**src/rtl/regfile_pkg.sv**
```systemverilog
// Shared register-file constants and the writeback request record used by
// writeback arbiters and their benches.
package regfile_pkg;

  localparam int REG_ADDR_W = 5;
  localparam int REG_DATA_W = 32;
  localparam int NUM_REGS   = 32;
  localparam int ZERO_REG   = 0;

  typedef struct packed {
    logic                  valid;
    logic [REG_ADDR_W-1:0] addr;
    logic [REG_DATA_W-1:0] data;
  } wb_req_t;

  // Round-robin successor of a granted index, wrapping at n.
  function automatic int next_ptr(input int idx, input int n);
    return (idx + 1 >= n) ? 0 : idx + 1;
  endfunction

endpackage

```
**src/rtl/rr_arbiter.sv**
```systemverilog
// Purely combinational rotating-priority arbiter: the search starts at ptr and
// wraps, so tying ptr to zero yields a fixed lowest-index-first arbiter.
module rr_arbiter #(
  parameter int N     = 3,
  parameter int PTR_W = (N > 1) ? $clog2(N) : 1
) (
  input  logic [N-1:0]     req,
  input  logic [PTR_W-1:0] ptr,
  output logic [N-1:0]     grant,
  output logic [PTR_W-1:0] grant_idx,
  output logic             grant_valid
);

  always_comb begin
    int idx;
    grant       = '0;
    grant_idx   = '0;
    grant_valid = 1'b0;
    idx         = 0;
    for (int off = 0; off < N; off++) begin
      idx = int'(ptr) + off;
      if (idx >= N) idx = idx - N;
      if (!grant_valid && req[idx]) begin
        grant[idx]  = 1'b1;
        grant_idx   = PTR_W'(idx);
        grant_valid = 1'b1;
      end
    end
  end

endmodule

```
**src/rtl/regfile_write_arbiter.sv**
```systemverilog
// Shares the register-file write port among NUM_REQ writeback requesters with
// a registered output stage. Define REGFILE_ARB_FIXED_PRIO_EN for fixed priority.
module regfile_write_arbiter
  import regfile_pkg::*;
#(
  parameter int NUM_REQ = 3,
  parameter int ADDR_W  = REG_ADDR_W,
  parameter int DATA_W  = REG_DATA_W
) (
  input  logic                      Clk,
  input  logic                      Rst_n,
  input  logic                      Hold,
  input  logic [NUM_REQ-1:0]        Req_valid,
  input  logic [NUM_REQ*ADDR_W-1:0] Req_addr,
  input  logic [NUM_REQ*DATA_W-1:0] Req_data,
  output logic [NUM_REQ-1:0]        Req_ready,
  output logic                      RegWrite,
  output logic [ADDR_W-1:0]         WriteRegister,
  output logic [DATA_W-1:0]         WriteData,
  output logic [(2**ADDR_W)-1:0]    PendingMask
);

  localparam int PTR_W = $clog2(NUM_REQ);
  localparam int NREGS = 2 ** ADDR_W;
  localparam logic [NREGS-1:0] ONE_HOT_BASE = NREGS'(1);

  logic [NUM_REQ-1:0] arb_req;
  logic [NUM_REQ-1:0] grant;
  logic [PTR_W-1:0]   grant_idx;
  logic               grant_valid;
  logic [PTR_W-1:0]   arb_ptr;
  logic               transfer;
  logic [ADDR_W-1:0]  sel_addr;
  logic [DATA_W-1:0]  sel_data;

  // Hold masks the requests so the arbiter itself never sees them.
  assign arb_req = Hold ? '0 : Req_valid;

  rr_arbiter #(
    .N     (NUM_REQ),
    .PTR_W (PTR_W)
  ) u_arb (
    .req         (arb_req),
    .ptr         (arb_ptr),
    .grant       (grant),
    .grant_idx   (grant_idx),
    .grant_valid (grant_valid)
  );

  assign Req_ready = Rst_n ? grant : '0;
  assign transfer  = grant_valid && Rst_n;
  assign sel_addr  = Req_addr[int'(grant_idx)*ADDR_W +: ADDR_W];
  assign sel_data  = Req_data[int'(grant_idx)*DATA_W +: DATA_W];

`ifdef REGFILE_ARB_FIXED_PRIO_EN
  assign arb_ptr = '0;
`else
  logic [PTR_W-1:0] rr_ptr;

  always_ff @(posedge Clk or negedge Rst_n) begin
    if (!Rst_n) begin
      rr_ptr <= '0;
    end else if (transfer) begin
      rr_ptr <= PTR_W'(next_ptr(int'(grant_idx), NUM_REQ));
    end
  end

  assign arb_ptr = rr_ptr;
`endif

  // Writes to the zero register are consumed but never raise RegWrite.
  always_ff @(posedge Clk or negedge Rst_n) begin
    if (!Rst_n) begin
      RegWrite      <= 1'b0;
      WriteRegister <= '0;
      WriteData     <= '0;
    end else if (transfer) begin
      RegWrite      <= (sel_addr != ADDR_W'(ZERO_REG));
      WriteRegister <= sel_addr;
      WriteData     <= sel_data;
    end else begin
      RegWrite <= 1'b0;
    end
  end

  assign PendingMask = RegWrite ? (ONE_HOT_BASE << WriteRegister) : '0;

endmodule

```
**config.mk**
```make
export PLATFORM = sky130hd
export DESIGN_NAME = regfile_write_arbiter
export DESIGN_NICKNAME = d
export VERILOG_FILES = /design/src/rtl/regfile_pkg.sv /design/src/rtl/rr_arbiter.sv /design/src/rtl/regfile_write_arbiter.sv
export SDC_FILE = /design/constraint.sdc
export NUM_CORES = 1
export LEC_CHECK = 0
export CAP_MARGIN = 20
export CORE_MARGIN = 1
export CORE_UTILIZATION = 38
export DETAILED_ROUTE_END_ITERATION = 8
export PLACE_DENSITY = 0.84
export SYNTH_ARGS = -nofsm -noshare
export SYNTH_HDL_FRONTEND = slang
export SYNTH_SLANG_ARGS = --single-unit
```
**constraint.sdc**
```tcl
create_clock -name Clk -period 7.61 [get_ports Clk]
set_clock_uncertainty 0.05 [all_clocks]
set_input_delay 1.1415 -clock Clk [delete_from_list [all_inputs] [get_ports Clk]]
set_output_delay 1.1415 -clock Clk [all_outputs]
set_load 0.05 [all_outputs]
```
# Yosys cells after proc, flatten, opt, wreduce, memory -nomap -nowiden
# Cells that the tools add are included.
# word_totals
ff_bits,40
wordCells,67
out_inout_bits,73
input_bits,117
# classes
n_addsub,6
bitwise,2
reduce_logical,9
magnitude_cmp,10
muxes,32
shift,3
mul,1
# op_table
cell,n
two-way mux 32 bit,4
"greater-or-equal comparator 32 x 1 -> 1 bit, second input constant",3
"< comparator 32 x 4 -> 1 bit, second input constant",3
indexed part select 96 x 8 -> 32 bit,1
"greater-or-equal comparator 32 x 3 -> 1 bit, second input constant",2
"subtractor 32 x 3 -> 32 bit, second input constant",2
"left shift 1 x 5 -> 32 bit, first input constant",1
two-way mux 3 bit,5
indexed part select 15 x 6 -> 5 bit,1
two-way mux 1 bit,13
two-way mux 2 bit,4
"adder 2 x 1 -> 3 bit, second input constant",2
binary-select mux 1 bit (select 2 bit),3
demux 1 bit (select 2 bit),3
logical AND 1 bit,6
OR 3 bit,2
"multiplier 2 x 3 -> 5 bit, second input constant",1
nonzero test 5 bit,1
"adder 2 x 2 -> 3 bit, second input constant",1
"greater-or-equal comparator 3 x 2 -> 1 bit, second input constant",1
"subtractor 2 x 2 -> 3 bit, second input constant",1
"greater-or-equal comparator 2 bit, second input constant",1
logical NOT 1 bit,2

# Depth between registers and ports, before layout
# logic_depth
depth_word,16
depth_mapped,12
ltp_nobuf,9

# Cells and area by module
# A second synthesis with hierarchy kept.
# hier_totals
hier_cells,366
hier_area_um2,2847.7
# by_module_without_submodules
module,seq_area_each_um2,cells_per_inst,area_per_inst_um2,instances
regfile_write_arbiter,1001.0,314,2466.1,1
rr_arbiter,0.0,52,381.6,1

# Worst setup path before layout
# No wires, ideal clock.
# synth_path
path_type,input-to-output
startpoint,input Req_valid[2]
endpoint,output Req_ready[0]
required_ns,6.418
cell_stages,6
arrival_time_ns,2.639
path_slack_ns,3.780
n_path_buf,0
cell_sequence,mux2i_1 > o21ai_2 > nor3_2 > o21a_1 > a221oi_1 > nor2b_1
# synth_between
elab_chain_cells,12
word_cells_on_any_way,22
cone_classes,mux (16); bitwise (2); reduce/logical (4)
# synth_lines
item,line,text
from (decl),regfile_write_arbiter.sv:13,"input logic [NUM_REQ-1:0] Req_valid,"
two-way mux 3 bit (*),regfile_write_arbiter.sv:37,assign arb_req = Hold ? '0 : Req_valid;
binary-select mux 1 bit (select 2 bit),rr_arbiter.sv:23,if (!grant_valid && req[idx]) begin
two-way mux 1 bit (implied by the code) (2 in series),rr_arbiter.sv:23,
two-way mux 1 bit,rr_arbiter.sv:23,
logical NOT 1 bit,rr_arbiter.sv:23,
logical AND 1 bit,rr_arbiter.sv:23,
two-way mux 1 bit,rr_arbiter.sv:23,
logical NOT 1 bit,rr_arbiter.sv:23,
logical AND 1 bit,rr_arbiter.sv:23,
two-way mux 3 bit (*),rr_arbiter.sv:23,
two-way mux 3 bit (*),regfile_write_arbiter.sv:50,assign Req_ready = Rst_n ? grant : '0;
to (decl),regfile_write_arbiter.sv:16,"output logic [NUM_REQ-1:0] Req_ready,"
# Mark *: on every way between the ends. The rest lies on a longest branch, timed or not. The select of a mux whose other input is x is not followed.

# Worst setup path after layout
# layout_path
startpoint,input Req_valid[1]
endpoint,output Req_ready[1]
# Same word-level chain as after synthesis.

==> qor.yml <==
status:
  status: "finished clean"
sta:
  finalHoldViolations: 0
  rsz0062_at_grt: "no"
  maxClockFrequency_mhz: 203
  finalCriticalPeriod_ns: 4.93
  slew_violations: 0
  worst_pin_slew_ns: 0.907
  worst_slack_ns: 2.68
  max_slew_margin_pct: 39.3
  fin_setup_tns_ns: 0
  hold_ws_ns: 0.427
  final-setup-viol-count: 0
  post-route-period-util_pct: 64.8
pwr:
  power_mw: 1.79
  p_leak_nw: 2.29
  powerDensity_nw_per_um2: 360
  irDropWorstVdd_mv: 0.184
clock_tree:
  cts_setup_buffers: 0
  numCtsBuffers: 5
  clk-insertion-delay-late_ns: 0.28
  cts-root-buf: "clkbuf_8"
  cts.clk_slew.worst_paths_ns: 0.08
  cts_tree: "yes"
  cts_hold_buf: 0
  clkSinkCount: 40
  cts_resized: 0
  htree_levels: 2
  cts.path.max_buffers: 2
floorplanning:
  row_count: 31
  die_y_um: 90.1
  die-area_um2: 8120
  initial_core_util_pct: 40.0
  core-area_um2: 7370
  die_w_um: 90.1
  num_io_pins: 190
synthesis:
  synth_seq_cells: 40
  yosys-top-cells-area: "dfrtp_1 34%, mux2i_1 13%, a21o_1 9.2%, a211oi_1 8.9%, nor2_1 8.3%"
  synth_top_area_share_pct: 33.9
  yosys_warnings: 0
  synth-edff-count: 0
  yosysUniqueCellTypes: 48
  synth-main-ff-cell: "dfrtp_1"
  ys_seq_area_share_pct: 33.9
  syn_inst: 329
  synth_area_per_cell_um2: 8.97
  async_reset_ff_share_pct: 100
  synth_top_area_cell: "dfrtp_1"
  syn_area_um2: 2950
  syn-num-nets: 450
layout:
  fin_area_um2: 4980
  final_cell_mix: "188 x clkdlybuf4s50_1, 65 x nor2_1, 40 x dfrtp_1"
  multi_input_area_um2: 1780
  diodes: 0
  final_nets: 623
  fillers: 587
  final_common_cell: "clkdlybuf4s50_1"
  register_area_um2: 1000
  syn2layout_area_growth_pct: 68.7
  layout.cells.non_filler: 601
  final_layout_size_suffix_gt1_share_pct: 4.98
  fin_util_pct: 67.6
worst_setup_path:
  critPathMaxStageDelay_ns: 0.81
  rr_startpoint: "arb_ptr[0]$_DFFE_PN0P_"
  worstPathRequired_ns: 6.42
  critical-path-top-delay-family: "buffers and inverters"
  path_depth: 8
  ff2ff_path_depth: 9
  endpoint: "Req_ready[1]"
  timing.rr.end: "WriteData[6]$_DFFE_PN0P_"
  path_class: "primary input to primary output"
  startpoint: "Req_valid[1]"
  end_kind: "primary output"
  arrival_ns: 3.74
  critPathSlowestCell: "clkdlybuf4s50_1"
  crit_chain: "clkdlybuf4s50_1, mux2i_1, o21a_1, nor3_2, o21a_1, a21o_1, and2_1, clkdlybuf4s50_1"
  cp_num_buf_inv: 2
  critPathMaxFanout: 6
  rrSetupSlack_ns: 4.21
  cp-start-kind: "primary input"
placement:
  place_area_um2: 4830
  hpwl_um: 7020
  pre_cts_slack_ns: 2.68
  place_inst: 593
  numPortBuffers: 189
  place.gp.congestion: 0.852
global_routing:
  grt_pass1_wl_um: 14500
  grt.total_usage_pct: 22.0
  grt_pass1_vias: 3067
  antenna_found_initial: 0
  grt_max_degree: 46
  grt_overflow: 0
route:
  drc: 0
  wl_per_cell_um: 14.8
  viasPerCell: 5.24
  dr_total_vias: 3151
  drtAntennaViolNets: 0
  postRouteWirelength_um: 8890
  drtPass1Iterations: 4
  drt_iter0_markers: 65
worst_hold_path:
  hp-class: "flop to flop"
  hold_path_startpoint: "WriteData[16]$_DFFE_PN0P_"
job:
  drv_cap: 0
==> routing by layer <==
| layer | vias to the layer above | global-route usage [%] | part of all wire, % |
|---|---|---|---|
| li1 | 1533 | - | - |
| met1 | 1467 | 24.6 | 39 |
| met2 | 141 | 41.5 | 52 |
| met3 | 10 | 5.08 | 8.2 |
| met4 | 0 | 5.51 | 1.3 |
| met5 | - | 0 | 0 |
==> registers in the layout (all words and copies together), names as in the netlist <==
| name | cells |
|---|---|
| WriteData | 32 |
| WriteRegister | 5 |
| arb_ptr | 2 |
| RegWrite | 1 |
==> synthesized netlist by cell type (2+ instances only) <==
master / n
a21oi_1: 4
ha_1: 4
dfrtp_1: 40
nor2_1: 65
mux2i_1: 38
nor2b_1: 3
and2_1: 2
buf_2: 7
inv_1: 5
a211oi_1: 35
nor3_1: 9
o21a_1: 2
nand3b_1: 3
a21o_1: 36
o21ai_1: 2
buf_4: 3
nand2b_1: 9
clkbuf_1: 10
o21ai_0: 2
nand4_1: 2
nand3_1: 4
buf_6: 7
nand4b_1: 2
nand2_1: 10
o31ai_1: 2
==> layout make-up <==
cell class	count	share of cell area, %
inverter	5	0.377
multi-input combinational	257	35.7
tap	99	2.49
clock buffer	5	1.38
timing repair buffer	193	38.8
clock inverter	2	1.21
sequential	40	20.1
==> power by group <==
group | internal, mW | switching [mW] | total, mW | leakage [nW]
Combinational | 0.447 | 0.741 | 1.19 | 1.73
Clock | 0.129 | 0.0718 | 0.201 | 0.0642
Sequential | 0.316 | 0.0875 | 0.403 | 0.494
Total | 0.891 | 0.900 | 1.79 | 2.29
==> worst min path at each step <==
stage                                 to  slack (ns)  cells past startpoint
3_3_place_gp   WriteData[28]$_DFFE_PN0P_        0.41                      1
4_1_cts        WriteData[12]$_DFFE_PN0P_        0.43                      1
6_report       WriteData[16]$_DFFE_PN0P_        0.43                      1
3_5_place_dp   WriteData[12]$_DFFE_PN0P_        0.41                      1
5_1_grt         WriteData[0]$_DFFE_PN0P_        0.45                      1
2_1_floorplan     arb_ptr[1]$_DFFE_PN0P_        0.45                      2
==> cell families (layout without fill, tap and decap cells) <==
kind of cell	Yosys count	count (layout)	share of synthesized area (%)
DFF	40	40	33.9
AOI/OAI and AO/OA	96	96	24.9
and+or+nand+nor	117	117	19.1
muxes	40	40	13.9
adders and majority gates	4	4	1.70
buffers and inverters	32	205	6.53
Note: power is estimated with default switching activity, not from simulation.
